==> config.mk <==
export PLATFORM = sky130hd
export DESIGN_NAME = seq_fsm_ctrl
export DESIGN_NICKNAME = d
export VERILOG_FILES = /design/src/rtl/seq_fsm_pkg.sv /design/src/rtl/seq_fsm_ctrl_hold_counter.sv /design/src/rtl/seq_fsm_ctrl.sv
export SDC_FILE = /design/constraint.sdc
export NUM_CORES = 1
export LEC_CHECK = 0
export CAP_MARGIN = 40
export CORE_MARGIN = 2
export CORE_UTILIZATION = 38
export CTS_CLUSTER_DIAMETER = 40
export DETAILED_ROUTE_END_ITERATION = 10
export PLACE_DENSITY = 0.65
export SETUP_SLACK_MARGIN = 0.1
export SYNTH_ARGS = -nofsm -noshare
export SYNTH_HDL_FRONTEND = slang
export SYNTH_HIERARCHICAL = 1
export SYNTH_SLANG_ARGS = --single-unit
export TNS_END_PERCENT = 5
==> constraint.sdc <==
create_clock -name clk -period 2.49 [get_ports clk]
set_clock_uncertainty 0.1 [all_clocks]
set_input_delay 0.249 -clock clk [delete_from_list [all_inputs] [get_ports clk]]
set_output_delay 0.249 -clock clk [all_outputs]
set_load 0.005 [all_outputs]
==> src/rtl/seq_fsm_pkg.sv <==
// seq_fsm_pkg -- shared types for the capture/hold sequencer.
//   state_t : 2-bit FSM state (IDLE=00, CAPTURE=01, HOLD=10; 11 is illegal)
//   CNT_W   : dwell counter width
//   TXN_W   : handshake counter width (used when SEQ_FSM_CTRL_TXN_CNT_EN is defined)
package seq_fsm_pkg;

    typedef enum logic [1:0] {
        IDLE    = 2'b00,
        CAPTURE = 2'b01,
        HOLD    = 2'b10
    } state_t;

    localparam int CNT_W = 8;
    localparam int TXN_W = 16;

endpackage

==> src/rtl/seq_fsm_ctrl_hold_counter.sv <==
// hold_counter -- loadable down-counter for the post-handshake dwell.
//   clk, rst  : clock, synchronous active-high reset (count -> 0)
//   load      : load load_val (has priority over dec)
//   load_val  : value to load
//   dec       : decrement by one; never wraps below zero
//   count     : current count
//   zero      : count == 0
module hold_counter
    import seq_fsm_pkg::*;
#(
    parameter int W = CNT_W
) (
    input  logic         clk,
    input  logic         rst,
    input  logic         load,
    input  logic [W-1:0] load_val,
    input  logic         dec,
    output logic [W-1:0] count,
    output logic         zero
);

    always_ff @(posedge clk) begin
        if (rst)
            count <= '0;
        else if (load)
            count <= load_val;
        else if (dec && (count != '0))
            count <= count - 1'b1;
    end

    assign zero = (count == '0);

endmodule

==> src/rtl/seq_fsm_ctrl.sv <==
// seq_fsm_ctrl -- capture one word, present it until accepted, then dwell
// HOLD_CYCLES cycles before the next capture is allowed.
//   clk, rst   : clock, synchronous active-high reset
//   enable     : request to capture data_in (honoured only in IDLE)
//   data_in    : word captured on an IDLE cycle with enable=1
//   out_ready  : downstream accepts out_data
//   out_valid  : out_data holds a word awaiting acceptance
//   out_data   : registered captured word
//   state_o    : current FSM state
//   busy       : state_o != IDLE
//   txn_count  : saturating handshake count (only with SEQ_FSM_CTRL_TXN_CNT_EN)
//   err        : sticky illegal-state flag, cleared only by rst
// Optional feature macro: SEQ_FSM_CTRL_TXN_CNT_EN
module seq_fsm_ctrl
    import seq_fsm_pkg::*;
#(
    parameter int DATA_W      = 8,
    parameter int HOLD_CYCLES = 4
) (
    input  logic              clk,
    input  logic              rst,
    input  logic              enable,
    input  logic [DATA_W-1:0] data_in,
    input  logic              out_ready,
    output logic              out_valid,
    output logic [DATA_W-1:0] out_data,
    output logic [1:0]        state_o,
    output logic              busy,
`ifdef SEQ_FSM_CTRL_TXN_CNT_EN
    output logic [TXN_W-1:0]  txn_count,
`endif
    output logic              err
);

    // Counter runs HOLD_CYCLES-1 .. 0, one HOLD cycle per value.
    localparam logic [CNT_W-1:0] HOLD_LOAD = CNT_W'(HOLD_CYCLES - 1);

    state_t           state_q;
    logic             hs;
    logic             cnt_load;
    logic             cnt_dec;
    logic             cnt_zero;
    logic [CNT_W-1:0] cnt_val;

    assign hs       = (state_q == CAPTURE) && out_valid && out_ready;
    assign cnt_load = hs;
    assign cnt_dec  = (state_q == HOLD) && !cnt_zero;

    hold_counter #(.W(CNT_W)) u_hold (
        .clk      (clk),
        .rst      (rst),
        .load     (cnt_load),
        .load_val (HOLD_LOAD),
        .dec      (cnt_dec),
        .count    (cnt_val),
        .zero     (cnt_zero)
    );

    always_ff @(posedge clk) begin
        if (rst) begin
            state_q   <= IDLE;
            out_valid <= 1'b0;
            out_data  <= '0;
            err       <= 1'b0;
        end else begin
            case (state_q)
                IDLE: begin
                    if (enable) begin
                        out_data  <= data_in;
                        out_valid <= 1'b1;
                        state_q   <= CAPTURE;
                    end
                end
                CAPTURE: begin
                    if (hs) begin
                        out_valid <= 1'b0;
                        state_q   <= HOLD;
                    end
                end
                HOLD: begin
                    if (cnt_zero)
                        state_q <= IDLE;
                end
                default: begin
                    // Unreachable encoding: recover to IDLE and remember it.
                    state_q   <= IDLE;
                    out_valid <= 1'b0;
                    err       <= 1'b1;
                end
            endcase
        end
    end

`ifdef SEQ_FSM_CTRL_TXN_CNT_EN
    always_ff @(posedge clk) begin
        if (rst)
            txn_count <= '0;
        else if (hs && (txn_count != {TXN_W{1'b1}}))
            txn_count <= txn_count + 1'b1;
    end
`endif

    assign state_o = state_q;
    assign busy    = (state_q != IDLE);

    // cnt_val is observed only through cnt_zero; keep it referenced.
    logic unused_cnt;
    assign unused_cnt = ^cnt_val;

endmodule

==> impl_metrics.env <==
export IMPL_overflow=0
export IMPL_synth_top_area_share_pct=39.80
export IMPL_drcViolationCount=0
export IMPL_grt_max_degree=23
export IMPL_synth_compound_area_share_pct=19.53
export IMPL_grt_pass1_wl_um=3946
export IMPL_dr_pass1_iters=4
export IMPL_num_nets_final=172
export IMPL_synth_most_common_cell="dfxtp_1"
export IMPL_dr_first_iter_drc_count=9
export IMPL_die_width_um=55.45
export IMPL_status="finished clean"
export IMPL_cts_tree="done"
export IMPL_final_antenna_net_count=0
export IMPL_cts_root_buffer="clkbuf_4"
export IMPL_yosys_area_share_xor_xnor_pct=2.612
export IMPL_ys_async_sr_fraction_pct=0
export IMPL_dp_hpwl_um=1534
export IMPL_fin_ws_ns=0.1835
export IMPL_synth_avg_cell_area_sq_um=8.453
export IMPL_grt_pass1_vias=887
export IMPL_synthAdderAreaFrac_pct=2.488
export IMPL_tns_ns=0
export IMPL_diodes=0
export IMPL_startpoint_type="flop"
export IMPL_power_density_cell_area_nw_per_um2=471.8
export IMPL_drv_slew=0
export IMPL_max_stage_delay_ns=0.54
export IMPL_ys_seq_area_share_pct=39.80
export IMPL_ys_types=38
export IMPL_rsz0062_at_grt="false"
export IMPL_cp_cell_sequence="inv_1, ha_2, inv_1, nor4_1, nor3b_2, o41ai_4, clkbuf_16, or4_2, o211ai_1"
export IMPL_clk_pin_slew_ns=0.12
export IMPL_crit_top_cell="inv_1"
export IMPL_netlist_area_sq_um=1006
export IMPL_worst_ep_required_time_ns=2.62
export IMPL_slowest_stage="or4_2"
export IMPL_fp_dieH_um=55.45
export IMPL_cts_sinks=20
export IMPL_detail_route_wl_per_cell_um=12.33
export IMPL_clk_latency_ns=0.29
export IMPL_synthSimpleGateAreaFrac_pct=27.49
export IMPL_place_congestion=0.7496
export IMPL_vias_per_cell=5.011
export IMPL_portBuffers=24
export IMPL_fill_cells=243
export IMPL_synth_largest_area_cell="dfxtp_1"
export IMPL_critPathCaptureType="flop"
export IMPL_cts_buffers=3
export IMPL_fmax_mhz=433.6
export IMPL_period_needed_ns=2.306
export IMPL_worst_hold_path_type="flop to flop"
export IMPL_htreeDepth=1
export IMPL_num_rows=18
export IMPL_ys_seq_elements=20
export IMPL_fin_crit_sh_pct=92.63
export IMPL_wirelength_um=2305
export IMPL_worstPathArrival_ns=2.43
export IMPL_die_area_sq_um=3075
export IMPL_start_util_pct=40.24
export IMPL_cts_hold_buf=0
export IMPL_vias=937
export IMPL_yosysWarnings=6
export IMPL_vdd_drop_max_mv=0.2379
export IMPL_io_pins=25
export IMPL_crit_type="flop to flop"
export IMPL_clock_path_buffers=2
export IMPL_core_sq_um=2500
export IMPL_area_growth_syn_to_layout_pct=41.54
export IMPL_synthMuxAreaShare_pct=0.9950
export IMPL_worstPathMaxFanout=5
export IMPL_drive_above_1_share_pct=21.02
export IMPL_antenna_found_initial=0
export IMPL_grt_usage_pct=15.40
export IMPL_hold_viol_final=0
export IMPL_pre_cts_ws_ns=0.09392
export IMPL_synth_top_family_by_area="simple AND/OR/NAND/NOR gates"
export IMPL_synth_ff_type="dfxtp_1"
export IMPL_fin_area_sq_um=1424
export IMPL_cap_viol_max_count=0
export IMPL_synth_cells=119
export IMPL_synth_area_leaders="dfxtp_1, a21oi_1, nand2_1"
export IMPL_p_leak_nw=0.5477
export IMPL_setup_viol=0
export IMPL_post_dp_cell_area_sq_um=1308
export IMPL_synthTopCellsByCount="dfxtp_1, nand2_1, a21oi_1, nor2_1, inv_1"
export IMPL_synth_edff_count=0
-- cell usage in the layout (no fill, tap or decap), types with 2 or more instances in the layout --
master	n
nor2_1	9
or4_1	2
inv_1	5
o31ai_1	2
conb_1	8
dfxtp_2	2
nand2_1	19
xnor2_1	3
or3_2	2
or4_2	2
clkdlybuf4s50_1	24
a311oi_2	2
or3b_4	2
dfxtp_1	18
nor3b_2	2
o21ai_0	4
clkbuf_4	3
buf_4	9
a21oi_1	15
nor3b_1	3
-- flip-flops by register name (all words and copies together) (netlist names) --
signal / cells
state_o: 2
err: 1
out_valid: 1
u_hold/count: 8
out_data: 8
-- path summary, 6_finish.rpt --
| path | start | endpoint | slack [ns] | cells past startpoint |
|---|---|---|---|---|
| hold / removal | out_data[7] | out_data[7] | 0.36 | 2 |
| setup / recovery | u_hold/count[0] | u_hold/count[1] | 0.18 | 9 |
| setup reg to reg | u_hold/count[0] | u_hold/count[1] | 0.18 | 9 |
| hold reg to reg | out_data[7] | out_data[7] | 0.36 | 2 |
-- power by group --
| part | internal [mW] | leakage [nW] | switching [mW] |
|---|---|---|---|
| sequential | 0.337 | 0.164 | 0.0118 |
| combinational | 0.0734 | 0.362 | 0.0580 |
| clock | 0.0890 | 0.0210 | 0.103 |
-- what timing repair did --
action / CTS / global route
gates resized for setup: 0 / 8
cloned: 0 / 0
endpoints found under the setup margin: 2 / 6
pin swaps: 1 / 1
setup buffers: 1 / 4
-- cell families after synthesis --
family / Yosys count
mux: 1
other cells: 2
simple gates: 50
fa+ha+maj: 2
flops: 20
buf+inv: 12
xor+xnor: 3
compound gates: 29
-- critical path: cells and delay by family (launching register included) --
kind,cells,cell delay [ns]
buf+inv,3,0.33
simple gates,3,0.98
compound gates,2,0.30
fa+ha+maj,1,0.19
flops,1,0.35
-- final cells by class --
cell class / count / area (sq um) / share of cell area (%)
Multi-Input combinational cell: 93 / 591.8 / 41.56
Sequential cell: 20 / 402.9 / 28.30
Timing Repair Buffer: 34 / 332.8 / 23.37
Tap cell: 30 / 37.54 / 2.636
Clock buffer: 4 / 36.28 / 2.548
Inverter: 6 / 22.52 / 1.582
-- through the flow --
| step | utilization [%] | std cells | hold slack (ns) | power [mW] |
|---|---|---|---|---|
| floorplan | - | 125 | 0.2258 | 0.4248 |
| global placement | 52.30 | 178 | 0.3432 | 0.4804 |
| detailed placement | 52.30 | 178 | 0.3486 | 0.4817 |
| CTS | 54.05 | 183 | 0.3646 | 0.6705 |
| global route | 56.96 | 187 | 0.3850 | 0.7086 |
| finish | 56.96 | 187 | 0.3604 | 0.6718 |
-- metal layers --
layer	track usage, %	wire length (um)	vias to the layer above
li1	-	-	488
met1	21.08	1103	432
met2	25.17	1120	15
met3	2.342	66	2
met4	4.181	15	0
met5	0	0	-
Note: power is estimated with default switching activity, not from simulation.
